<file path="config.mk">
export PLATFORM = sky130hd
export DESIGN_NAME = seq_shift_add_mul_flat
export DESIGN_NICKNAME = d
export VERILOG_FILES = /design/src/rtl/seq_shift_add_mul_if.sv /design/src/rtl/seq_shift_add_mul.sv /design/src/flat_wrapper.sv
export SDC_FILE = /design/constraint.sdc
export NUM_CORES = 1
export LEC_CHECK = 0
export BUFFER_PORTS_ARGS = -buffer_cell sky130_fd_sc_hd__buf_2
export CAP_MARGIN = 20
export CORE_MARGIN = 1
export CORE_UTILIZATION = 30
export CTS_CLUSTER_SIZE = 10
export DETAILED_ROUTE_END_ITERATION = 10
export PLACE_DENSITY = 0.54
export SLEW_MARGIN = 20
export SYNTH_ARGS = -nofsm -noshare
export SYNTH_HDL_FRONTEND = slang
export SYNTH_SLANG_ARGS = --single-unit
</file>
<file path="constraint.sdc">
create_clock -name clk -period 2.7 [get_ports clk]
set_input_delay 0.135 -clock clk [delete_from_list [all_inputs] [get_ports clk]]
set_output_delay 0.135 -clock clk [all_outputs]
set_load 0.01 [all_outputs]
</file>
<file path="src/rtl/seq_shift_add_mul_if.sv">
// rtl/seq_shift_add_mul_if.sv - start/busy/done handshake and operand/product bus for seq_shift_add_mul
interface seq_shift_add_mul_if #(
  parameter int WIDTH = 4
) ();
  logic                 start;
  logic [WIDTH-1:0]     a;
  logic [WIDTH-1:0]     m;
  logic                 busy;
  logic                 done;
  logic [2*WIDTH-1:0]   p;

  modport master (
    output start, a, m,
    input  busy, done, p
  );

  modport slave (
    input  start, a, m,
    output busy, done, p
  );
endinterface

</file>
<file path="src/rtl/seq_shift_add_mul.sv">
// rtl/seq_shift_add_mul.sv - sequential shift-and-add WIDTHxWIDTH multiplier, one multiplier bit per cycle
// Define MUL_SIGNED_EN for two's complement operands and a signed product.
module seq_shift_add_mul #(
  parameter int WIDTH = 4
) (
  input  logic              clk,
  input  logic              reset,
  seq_shift_add_mul_if.slave bus
);

  localparam int CW = (WIDTH > 2) ? $clog2(WIDTH) : 1;

  typedef enum logic [1:0] {
    IDLE = 2'd0,
    RUN  = 2'd1,
    DONE = 2'd2
  } state_t;

  state_t               state, state_nxt;
  logic [WIDTH-1:0]     areg, areg_nxt;
  logic [2*WIDTH-1:0]   acc, acc_nxt;
  logic [2*WIDTH-1:0]   p_q, p_nxt;
  logic [CW-1:0]        cnt, cnt_nxt;

  logic [WIDTH-1:0]     hi;
  logic                 b;
  logic [WIDTH:0]       addend;
  logic [WIDTH:0]       sum;
  logic [2*WIDTH-1:0]   step_acc;
  logic                 last_step;

  assign last_step = (cnt == CW'(WIDTH - 1));

  // One n x 1 row: conditionally add the multiplicand into the upper half, then shift right.
  always_comb begin
    hi = acc[2*WIDTH-1:WIDTH];
    b  = acc[0];
`ifdef MUL_SIGNED_EN
    addend = b ? {areg[WIDTH-1], areg} : '0;
    // The final row carries the multiplier sign bit, whose weight is negative.
    if (last_step)
      sum = {hi[WIDTH-1], hi} - addend;
    else
      sum = {hi[WIDTH-1], hi} + addend;
`else
    addend = b ? {1'b0, areg} : '0;
    sum    = {1'b0, hi} + addend;
`endif
    step_acc = {sum, acc[WIDTH-1:1]};
  end

  always_ff @(posedge clk or negedge reset) begin
    if (!reset)
      state <= IDLE;
    else
      state <= state_nxt;
  end

  always_comb begin
    state_nxt = state;
    areg_nxt  = areg;
    acc_nxt   = acc;
    cnt_nxt   = cnt;
    p_nxt     = p_q;
    case (state)
      IDLE, DONE: begin
        if (bus.start) begin
          state_nxt = RUN;
          areg_nxt  = bus.a;
          acc_nxt   = {{WIDTH{1'b0}}, bus.m};
          cnt_nxt   = '0;
        end else if (state == DONE) begin
          state_nxt = IDLE;
        end
      end
      RUN: begin
        acc_nxt = step_acc;
        if (last_step) begin
          state_nxt = DONE;
          p_nxt     = step_acc;
          cnt_nxt   = '0;
        end else begin
          cnt_nxt   = cnt + CW'(1);
        end
      end
      default: state_nxt = IDLE;
    endcase
  end

  always_ff @(posedge clk or negedge reset) begin
    if (!reset) begin
      areg <= '0;
      acc  <= '0;
      cnt  <= '0;
      p_q  <= '0;
    end else begin
      areg <= areg_nxt;
      acc  <= acc_nxt;
      cnt  <= cnt_nxt;
      p_q  <= p_nxt;
    end
  end

  assign bus.busy = (state == RUN);
  assign bus.done = (state == DONE);
  assign bus.p    = p_q;

endmodule

</file>
<file path="src/flat_wrapper.sv">
// flat-port wrapper written by rule: the top's interface ports become plain ports
module seq_shift_add_mul_flat 
#(
  parameter int WIDTH = 4
)
  (clk, reset, bus_start, bus_a, bus_m, bus_busy, bus_done, bus_p);
  seq_shift_add_mul_if #(.WIDTH(WIDTH)) bus_i ();
  input  logic clk;
  input  logic reset;
  input wire logic [$bits(bus_i.start)-1:0] bus_start;
  input wire logic [$bits(bus_i.a)-1:0] bus_a;
  input wire logic [$bits(bus_i.m)-1:0] bus_m;
  output wire logic [$bits(bus_i.busy)-1:0] bus_busy;
  output wire logic [$bits(bus_i.done)-1:0] bus_done;
  output wire logic [$bits(bus_i.p)-1:0] bus_p;
  assign bus_i.start = bus_start;
  assign bus_i.a = bus_a;
  assign bus_i.m = bus_m;
  assign bus_busy = bus_i.busy;
  assign bus_done = bus_i.done;
  assign bus_p = bus_i.p;
  seq_shift_add_mul #(.WIDTH(WIDTH)) u_core (.clk(clk), .reset(reset), .bus(bus_i));
endmodule
</file>
==> flow_summary.toml, run 1 <==
[run]
drv_cap = 0

[clocking]
cts_tree = "done"
htreeDepth = 1
cts_buffers = 3
clockBufferDepth = 2
cts_sinks = 24
path_clk_slew_ns = 0.08
root_buffer = "clkbuf_8"
insertion_delay_ns = 0.26
cts_setup_buffers = 0

[timing]
rsz0062_at_grt = "no"
finalSetupViolCount = 0
max_freq_ghz = 0.544
maxSlewViolCount = 0
maxSlewHeadroom = 0.618
tightest_slew_ns = 0.572
post-route-period-util = 0.681
setup_ws_ns = 0.860
hold_viol_final = 0
finalSetupTns_ns = 0
min_period_ns = 1.84
worst_clock_skew_ns = 0.00268

[floorplan]
pin_count = 21
start_util = 0.320
fp-row-count = 22
fp.coreArea_mm2 = 0.00377
design.die.area_mm2 = 0.00428
fp.dieW_um = 65.4
die_h_um = 65.4

[worst_setup_path]
crit_path_top_delay_cell = "fa_1"
crit_path_end_kind = "flop"
cp.required_ns = 2.86
path_max_fanout = 5
cp_slowest_stage_delay_ns = 0.43
crit_chain = "and2_1 > ha_1 > fa_1 > xnor2_1 > nand2b_1 > a32o_1"
critPathLaunchType = "flop"
reg2reg_slack_ns = 0.86
worstSetupPathType = "reg2reg"
cp.arrival_ns = 2.00
critPathBufInv = 0
path_delay_family = "adder cells"

[status]
status = "finished clean"

[placed_design]
hpwl_um = 1650
place_ws_ns = 0.862
io_buffers = 20
dp.cells = 159
gp_congestion = 0.778

[drt]
vias = 789
drc = 0
viasPerCell = 4.84
drt_iter0_drc = 20
firstDrtPassIters = 3
route.antenna.remaining_nets = 0
wl_per_cell_um = 13.6
drt_wl_total_um = 2210

[logic_synthesis]
synth_flop_cell = "dfrtp_1"
async_reset_ff_frac = 1.00
ys_seq_area_frac = 0.497
syn-num-nets = 112
synth.distinct_cells = 36
synth_xor_area_frac = 0.00725
ys_seq_elements = 24
yosys.area_share.simple = 0.135
synth_area_per_cell_um2 = 12.7
synth-adder-area-share = 0.0684
synth_mux_area_frac = 0.137
syn_inst = 95
synth_compound_area_frac = 0.123
syn_area_mm2 = 0.00121
yosysWarnings = 0
synth_top_family_by_area = "multiplexers"
synth_enable_flop_cells = 0

[cells_and_area]
final_cell_mix = "dfrtp_1, buf_2, mux2_2, a21oi_1, ha_1"
nets = 134
drive_above_1_share = 0.330
syn_to_final_growth_pct = 14.9
n_antenna_cell = 0
final_cells = 163
post-route-util = 0.368
layout_commonest_cell = "dfrtp_1"

[global_routing]
antenna_found_initial = 0
grt_pass1_vias = 804
grt_max_degree = 25
grt-ovfl-total = 0
track_usage = 0.116
grt_pass1_wl_um = 3680

[pwr]
p_leak_uw = 0.000676
ir_drop_mv = 0.258
power.density_cell_area_mw_per_mm2 = 1170

[hold_path]
min_path_type = "in2reg"
final timing paths:
path                                   end  cells after the start       startpoint
max                          u_core.acc[5]                      6    u_core.acc[0]
min                         u_core.areg[3]                      2         bus_a[3]
max reg2reg                  u_core.acc[5]                      6    u_core.acc[0]
min reg2reg                u_core.bus.p[6]                      2  u_core.bus.p[6]
max in group asynchronous    u_core.cnt[1]                      2            reset
min in group asynchronous    u_core.acc[5]                      2            reset
registers in the layout, summed over array words and instances (netlist names):
name / count
u_core.acc: 8
u_core.state: 2
u_core.areg: 4
u_core.bus.p: 8
u_core.cnt: 2
power breakdown:
group	switching [µW]	total, µW	internal, µW	leakage [µW]
clock	104	204	99.6	0.0000216
sequential	154	685	531	0.000294
combinational	331	736	405	0.000361
worst reg2reg max path: stages, from the launching register on:
cell	delay (ns)
dfrtp_1	0.41
and2_1	0.15
ha_1	0.22
fa_1	0.43
xnor2_1	0.19
nand2b_1	0.08
a32o_1	0.25
cell type report:
cell class,instances,area [µm²]
inverter,2,7.51
tap,48,60.1
sequential,24,601
multi-input combinational,65,568
timing repair buffer,21,110
clock buffer,3,41.3
fill,368,2380
what timing repair did:
action                                 CTS  global route
hold buffers                             1             0
resized for setup                        0             0
endpoints found under the hold margin   24             0
synth_stat cells, drive strengths merged, types with 2 or more instances:
cell type  instances  area [µm²]
mux2              11         135
o31ai              2        15.0
mux2i              3        30.0
buf                4        31.3
and2               4        25.0
nor2               2        10.0
a22o               2        17.5
and3b              2        17.5
nand2              3        11.3
inv                2        7.50
nand2b             3        26.3
a21oi              5        25.0
ha                 5        62.6
and2b              3        22.5
a211oi             3        22.5
nor2b              2        12.5
dfrtp             24         601
a21o               2        15.0
o21ai              2        10.0
nand3b             2        27.5
layer usage:
metal / up-vias / GRT usage / part of all wire
met3: 5 / 0.0208 / 0.019
met5: - / 0 / 0
li1: 379 / - / -
met1: 392 / 0.140 / 0.47
met2: 13 / 0.195 / 0.49
met4: 0 / 0.0652 / 0.025
logic make-up (layout without fill, tap and decap cells):
kind of cell / Yosys count / in the layout
multiplexers: 14 / 14
XOR/XNOR: 1 / 1
AND/OR/NAND/NOR: 23 / 23
flip-flops: 24 / 24
adder cells (fa/ha/maj): 6 / 6
AO/OA/AOI/OAI: 21 / 21
buffers and inverters: 6 / 26
per-stage QoR:
step,instance area (µm²),total power (µW),hold slack [ns]
4_1_cts,1390,1650,0.0947
6_report,1390,1620,0.0985
5_1_grt,1390,1760,0.0984
3_3_place_gp,1340,1410,0.156
3_5_place_dp,1340,1440,0.151
2_1_floorplan,1210,1240,-0.161
(Power assumes the default switching activity.)
==> run 2: changes to the inputs <==
==> constraint.sdc (replaced) <==
create_clock -name clk -period 1.75 [get_ports clk]
set_input_delay 0.0875 -clock clk [delete_from_list [all_inputs] [get_ports clk]]
set_output_delay 0.0875 -clock clk [all_outputs]
set_load 0.01 [all_outputs]
==> run 2 against run 1 <==
Against the previous run: flip-flop and latch count stayed put; die area stayed put; hold slack worse by 0.047 ns; via count is 0.89% higher; combinational power is 89% higher.
==> flow_summary.toml, run 2 (synthesis gave the netlist of run 1 again) <==
[drt]
drt_wl_total_um = 2220
met3WireLength_um = 41
met1_length_um = 1080
drt_iter0_drc = 16
met2_length_um = 1080
top_layer_used = "met4"
firstDrtPassIters = 4
drc = 0
viasPerCell = 4.60
route.antenna.remaining_nets = 0
wl_per_cell_um = 12.8
vias = 796

[timing]
post-route-period-util = 0.991
tightest_slew_ns = 0.548
holdWs_ns = 0.0519
max_freq_ghz = 0.576
min_period_ns = 1.73
rsz0062_at_grt = "yes"
hold_viol_final = 0
finalSetupTns_ns = 0
worst_clock_skew_ns = 0.00588
setup_ws_ns = 0.0152
finalSetupViolCount = 0
maxSlewViolCount = 0
maxSlewHeadroom = 0.635

[global_routing]
antenna_found_initial = 0
grt-ovfl-total = 0
grt_max_degree = 25
grt_pass1_wl_um = 3750
track_usage = 0.116
grt_pass1_vias = 812

[worst_setup_path]
cp_slowest_stage_delay_ns = 0.39
path_delay_family = "adder cells"
worstSetupPathType = "reg2reg"
crit_path_end_kind = "flop"
critPathBufInv = 0
crit_path_top_delay_cell = "fa_2"
cp.arrival_ns = 1.89
cp.required_ns = 1.90
crit_chain = "and2_1 > ha_2 > fa_2 > xnor2_2 > nand2b_1 > a32o_1"
path_max_fanout = 2
critPathLaunchType = "flop"

[floorplan]
design.die.area_mm2 = 0.00428
fp-row-count = 22
fp.coreArea_mm2 = 0.00377
start_util = 0.320
pin_count = 21
fp.dieW_um = 65.4
die_h_um = 65.4

[pwr]
p_leak_uw = 0.000726
ir_drop_mv = 0.428
power.density_cell_area_mw_per_mm2 = 1890
fin_total_pwr_uw = 2810

[cells_and_area]
nets = 143
drive_above_1_share = 0.424
n_antenna_cell = 0
syn_to_final_growth_pct = 23.2
final_cell_mix = "dfrtp_1, buf_2, buf_4, mux2_2"
layout_commonest_cell = "dfrtp_1"

[clocking]
cts_tree = "done"
clockBufferDepth = 2
insertion_delay_ns = 0.26
cts_buffers = 3
htreeDepth = 1
path_clk_slew_ns = 0.08
cts_sinks = 24
root_buffer = "clkbuf_8"

[status]
status = "finished clean"

[placed_design]
place_ws_ns = -0.0932
io_buffers = 20
gp_congestion = 0.675
hpwl_um = 1630

[hold_path]
min_path_type = "in2reg"

[run]
drv_cap = 0
run 2: changes by cell type in the layout (fill, tap and decap cells not counted), sizes merged:
cell	change
clkbuf	+1
buf	+9
run 2: through the flow:
step	instance area, µm²	std cells	util
2_1_floorplan	1210	95	-
3_3_place_gp	1370	164	0.364
3_5_place_dp	1370	164	0.364
4_1_cts	1470	171	0.389
5_1_grt	1490	173	0.394
6_report	1490	173	0.394
run 2: layout make-up:
| type | count | area (µm²) |
|---|---|---|
| multi-input combinational | 65 | 587 |
| inverter | 2 | 7.51 |
| timing repair buffer | 30 | 178 |
| clock buffer | 4 | 55.1 |
| tap | 48 | 60.1 |
| fill | 378 | 2280 |
| sequential | 24 | 601 |
run 2: final timing paths:
path,from,end,slack [ns],cells past startpoint
worst max-delay path,u_core.areg[0],u_core.acc[5],0.02,6
worst max register to register,u_core.areg[0],u_core.acc[5],0.02,6
worst min register to register,u_core.bus.p[5],u_core.bus.p[5],0.48,2
worst min-delay path,bus_a[3],u_core.areg[3],0.05,2
max in group asynchronous,reset,u_core.areg[0],1.05,2
min in group asynchronous,reset,u_core.bus.p[3],0.34,2
run 2: power by group:
part / switching, µW / internal [µW] / leakage [µW]
Combinational: 572 / 816 / 0.000404
Clock: 176 / 201 / 0.0000288
Sequential: 222 / 818 / 0.000294
run 2: what timing repair did:
item / in CTS / in global routing
endpoints found under the setup margin: 4 / 6
setup buffers: 2 / 2
hold buffers: 1 / 0
endpoints found under the hold margin: 24 / 0
resized for setup: 3 / 3
pin swaps: 2 / 6
run 2: layer usage:
layer,vias to the layer above,global-route usage
met2,10,0.197
li1,404,-
met3,2,0.0174
met4,0,0.0652
met5,-,0
met1,380,0.139
run 2: worst reg2reg max path: cells and delay by family, from the launching register on:
kind	cells	cell delay (ns)
DFF	1	0.38
xor gates and xnor gates	1	0.16
adders and majority gates	2	0.59
AOI/OAI and AO/OA	1	0.25
and+or+nand+nor	2	0.24
==> run 3: changes to the inputs <==
--- a/config.mk
+++ b/config.mk
@@ -7,11 +7,11 @@
 export LEC_CHECK = 0
 export BUFFER_PORTS_ARGS = -buffer_cell sky130_fd_sc_hd__buf_2
 export CAP_MARGIN = 20
-export CORE_MARGIN = 1
 export CORE_UTILIZATION = 30
 export CTS_CLUSTER_SIZE = 10
 export DETAILED_ROUTE_END_ITERATION = 10
-export PLACE_DENSITY = 0.54
+export PLACE_DENSITY = 0.48
+export REMOVE_ABC_BUFFERS = 1
 export SLEW_MARGIN = 20
 export SYNTH_ARGS = -nofsm -noshare
 export SYNTH_HDL_FRONTEND = slang
==> run 3 against run 2 <==
Against the previous run: register-to-register slack improved by 0.02 ns; flip-flop and latch count did not move; global-route usage rose by 0.48 points; clock-buffer cell count did not move; critical path depth fell by 1; sequential power barely moved; clock skew fell by 0.0039 ns; utilization fell by 0.23 points; first-iteration DRC count rose by 120%; sequential share of layout area rose by 0.24 points; setup slack improved by 0.017 ns; final cell count fell by 1.7%; largest cell class unchanged.
==> flow_summary.toml, run 3 (synthesis gave the netlist of run 1 again) <==
[clocking]
root_buffer = "clkbuf_8"
clockBufferDepth = 2
path_clk_slew_ns = 0.09
cts_buffers = 3
cts_tree = "done"
insertion_delay_ns = 0.26
cts_sinks = 24
htreeDepth = 1

[floorplan]
fp-row-count = 22
design.die.area_mm2 = 0.00428
die_h_um = 65.4
fp.dieW_um = 65.4
pin_count = 21
fp.coreArea_mm2 = 0.00377
start_util = 0.320

[global_routing]
track_usage = 0.121
grt-ovfl-total = 0
antenna_found_initial = 0
grt_pass1_vias = 776
grt_pass1_wl_um = 3900
grt_max_degree = 25

[worst_setup_path]
cp.required_ns = 1.91
path_delay_family = "adder cells"
path_max_fanout = 2
worstSetupPathType = "reg2reg"
crit_path_end_kind = "flop"
cp.arrival_ns = 1.88
cp_slowest_stage_delay_ns = 0.45
reg2regPathDepth = 5
crit_path_top_delay_cell = "fa_2"
critPathBufInv = 0
path_depth = 5
critPathLaunchType = "flop"
crit_chain = "and2_4 > ha_4 > fa_2 > mux2_2 > a22o_1"

[timing]
tightest_slew_ns = 0.548
finalSetupViolCount = 0
maxSlewHeadroom = 0.635
rsz0062_at_grt = "yes"
holdWs_ns = 0.0482
hold_viol_final = 0
max_freq_ghz = 0.582
maxSlewViolCount = 0
worst_clock_skew_ns = 0.00199
post-route-period-util = 0.981
min_period_ns = 1.72
finalSetupTns_ns = 0

[hold_path]
min_path_type = "in2reg"
hold_depth = 2

[placed_design]
gp_congestion = 0.772
io_buffers = 20
hpwl_um = 1680
place_area_mm2 = 0.00137

[pwr]
pwr-share-clk = 0.136
switching_share = 0.352
combPwrFrac = 0.498
seqPwrFrac = 0.367
ir_drop_mv = 0.651
power.density_cell_area_mw_per_mm2 = 1890
p_sw_uw = 982
p_int_uw = 1810
p_leak_uw = 0.000718

[drt]
wl_per_cell_um = 13.4
drc = 0
viasPerCell = 4.69
route.antenna.remaining_nets = 0
drt_iter0_drc = 35
vias = 797
firstDrtPassIters = 2
drt_wl_total_um = 2280

[cells_and_area]
syn_to_final_growth_pct = 22.5
nFillCells = 380
layout_commonest_cell = "dfrtp_1"
post-route-util = 0.392
n_antenna_cell = 0
final_cell_mix = "dfrtp_1, buf_2, mux2_2, buf_4"
nets = 140
fin_area_mm2 = 0.00148
drive_above_1_share = 0.418

[status]
status = "finished clean"

[run]
drv_cap = 0
## run 3: cell type report
cell class | count | area [µm²] | share of cell area
Tap cell | 48 | 60.1 | 0.0406
Multi-Input combinational cell | 65 | 601 | 0.406
Clock buffer | 4 | 55.1 | 0.0372
Timing Repair Buffer | 27 | 155 | 0.105
Sequential cell | 24 | 601 | 0.406
Inverter | 2 | 7.51 | 0.00508
## run 3: path summary, 6_finish.rpt
path                                  from         endpoint  slack [ns]
setup / recovery             u_core.acc[0]    u_core.acc[4]        0.03
hold / removal                    bus_a[2]   u_core.areg[2]        0.05
setup reg to reg             u_core.acc[0]    u_core.acc[4]        0.03
hold reg to reg            u_core.bus.p[6]  u_core.bus.p[6]        0.48
max in group asynchronous            reset   u_core.areg[2]        1.05
min in group asynchronous            reset    u_core.acc[6]        0.33
## run 3: through the flow
stage	power (µW)	cells	setup slack (ns)
floorplan	1870	91	0.0105
global placement	2290	164	-0.0488
detailed placement	2320	164	-0.105
CTS	2740	169	0.0186
global route	3040	170	-0.0154
finish	2790	170	0.0326
## run 3: power by group through the flow
| stage | combinational, µW | sequential, µW | clock, µW |
|---|---|---|---|
| detailed placement | 1280 | 1030 | 0 |
| global placement | 1260 | 1020 | 0 |
| floorplan | 822 | 1050 | 0 |
| global route | 1550 | 1070 | 407 |
| finish | 1390 | 1020 | 378 |
| CTS | 1330 | 1020 | 393 |
## run 3: timing repair
item / in CTS / in global routing
hold buffers: 1 / 0
gates resized for setup: 3 / 5
buffers inserted: 0 / 1
endpoints found under the hold margin: 24 / 0
pin swaps: 1 / 4
endpoints found under the setup margin: 5 / 5
## run 3: layer usage
metal,GRT usage,vias to the layer above,share of wire
li1,-,393,-
met1,0.167,387,0.48
met2,0.184,15,0.47
met3,0.0382,2,0.041
met4,0.0245,0,0.0079
met5,0,-,0
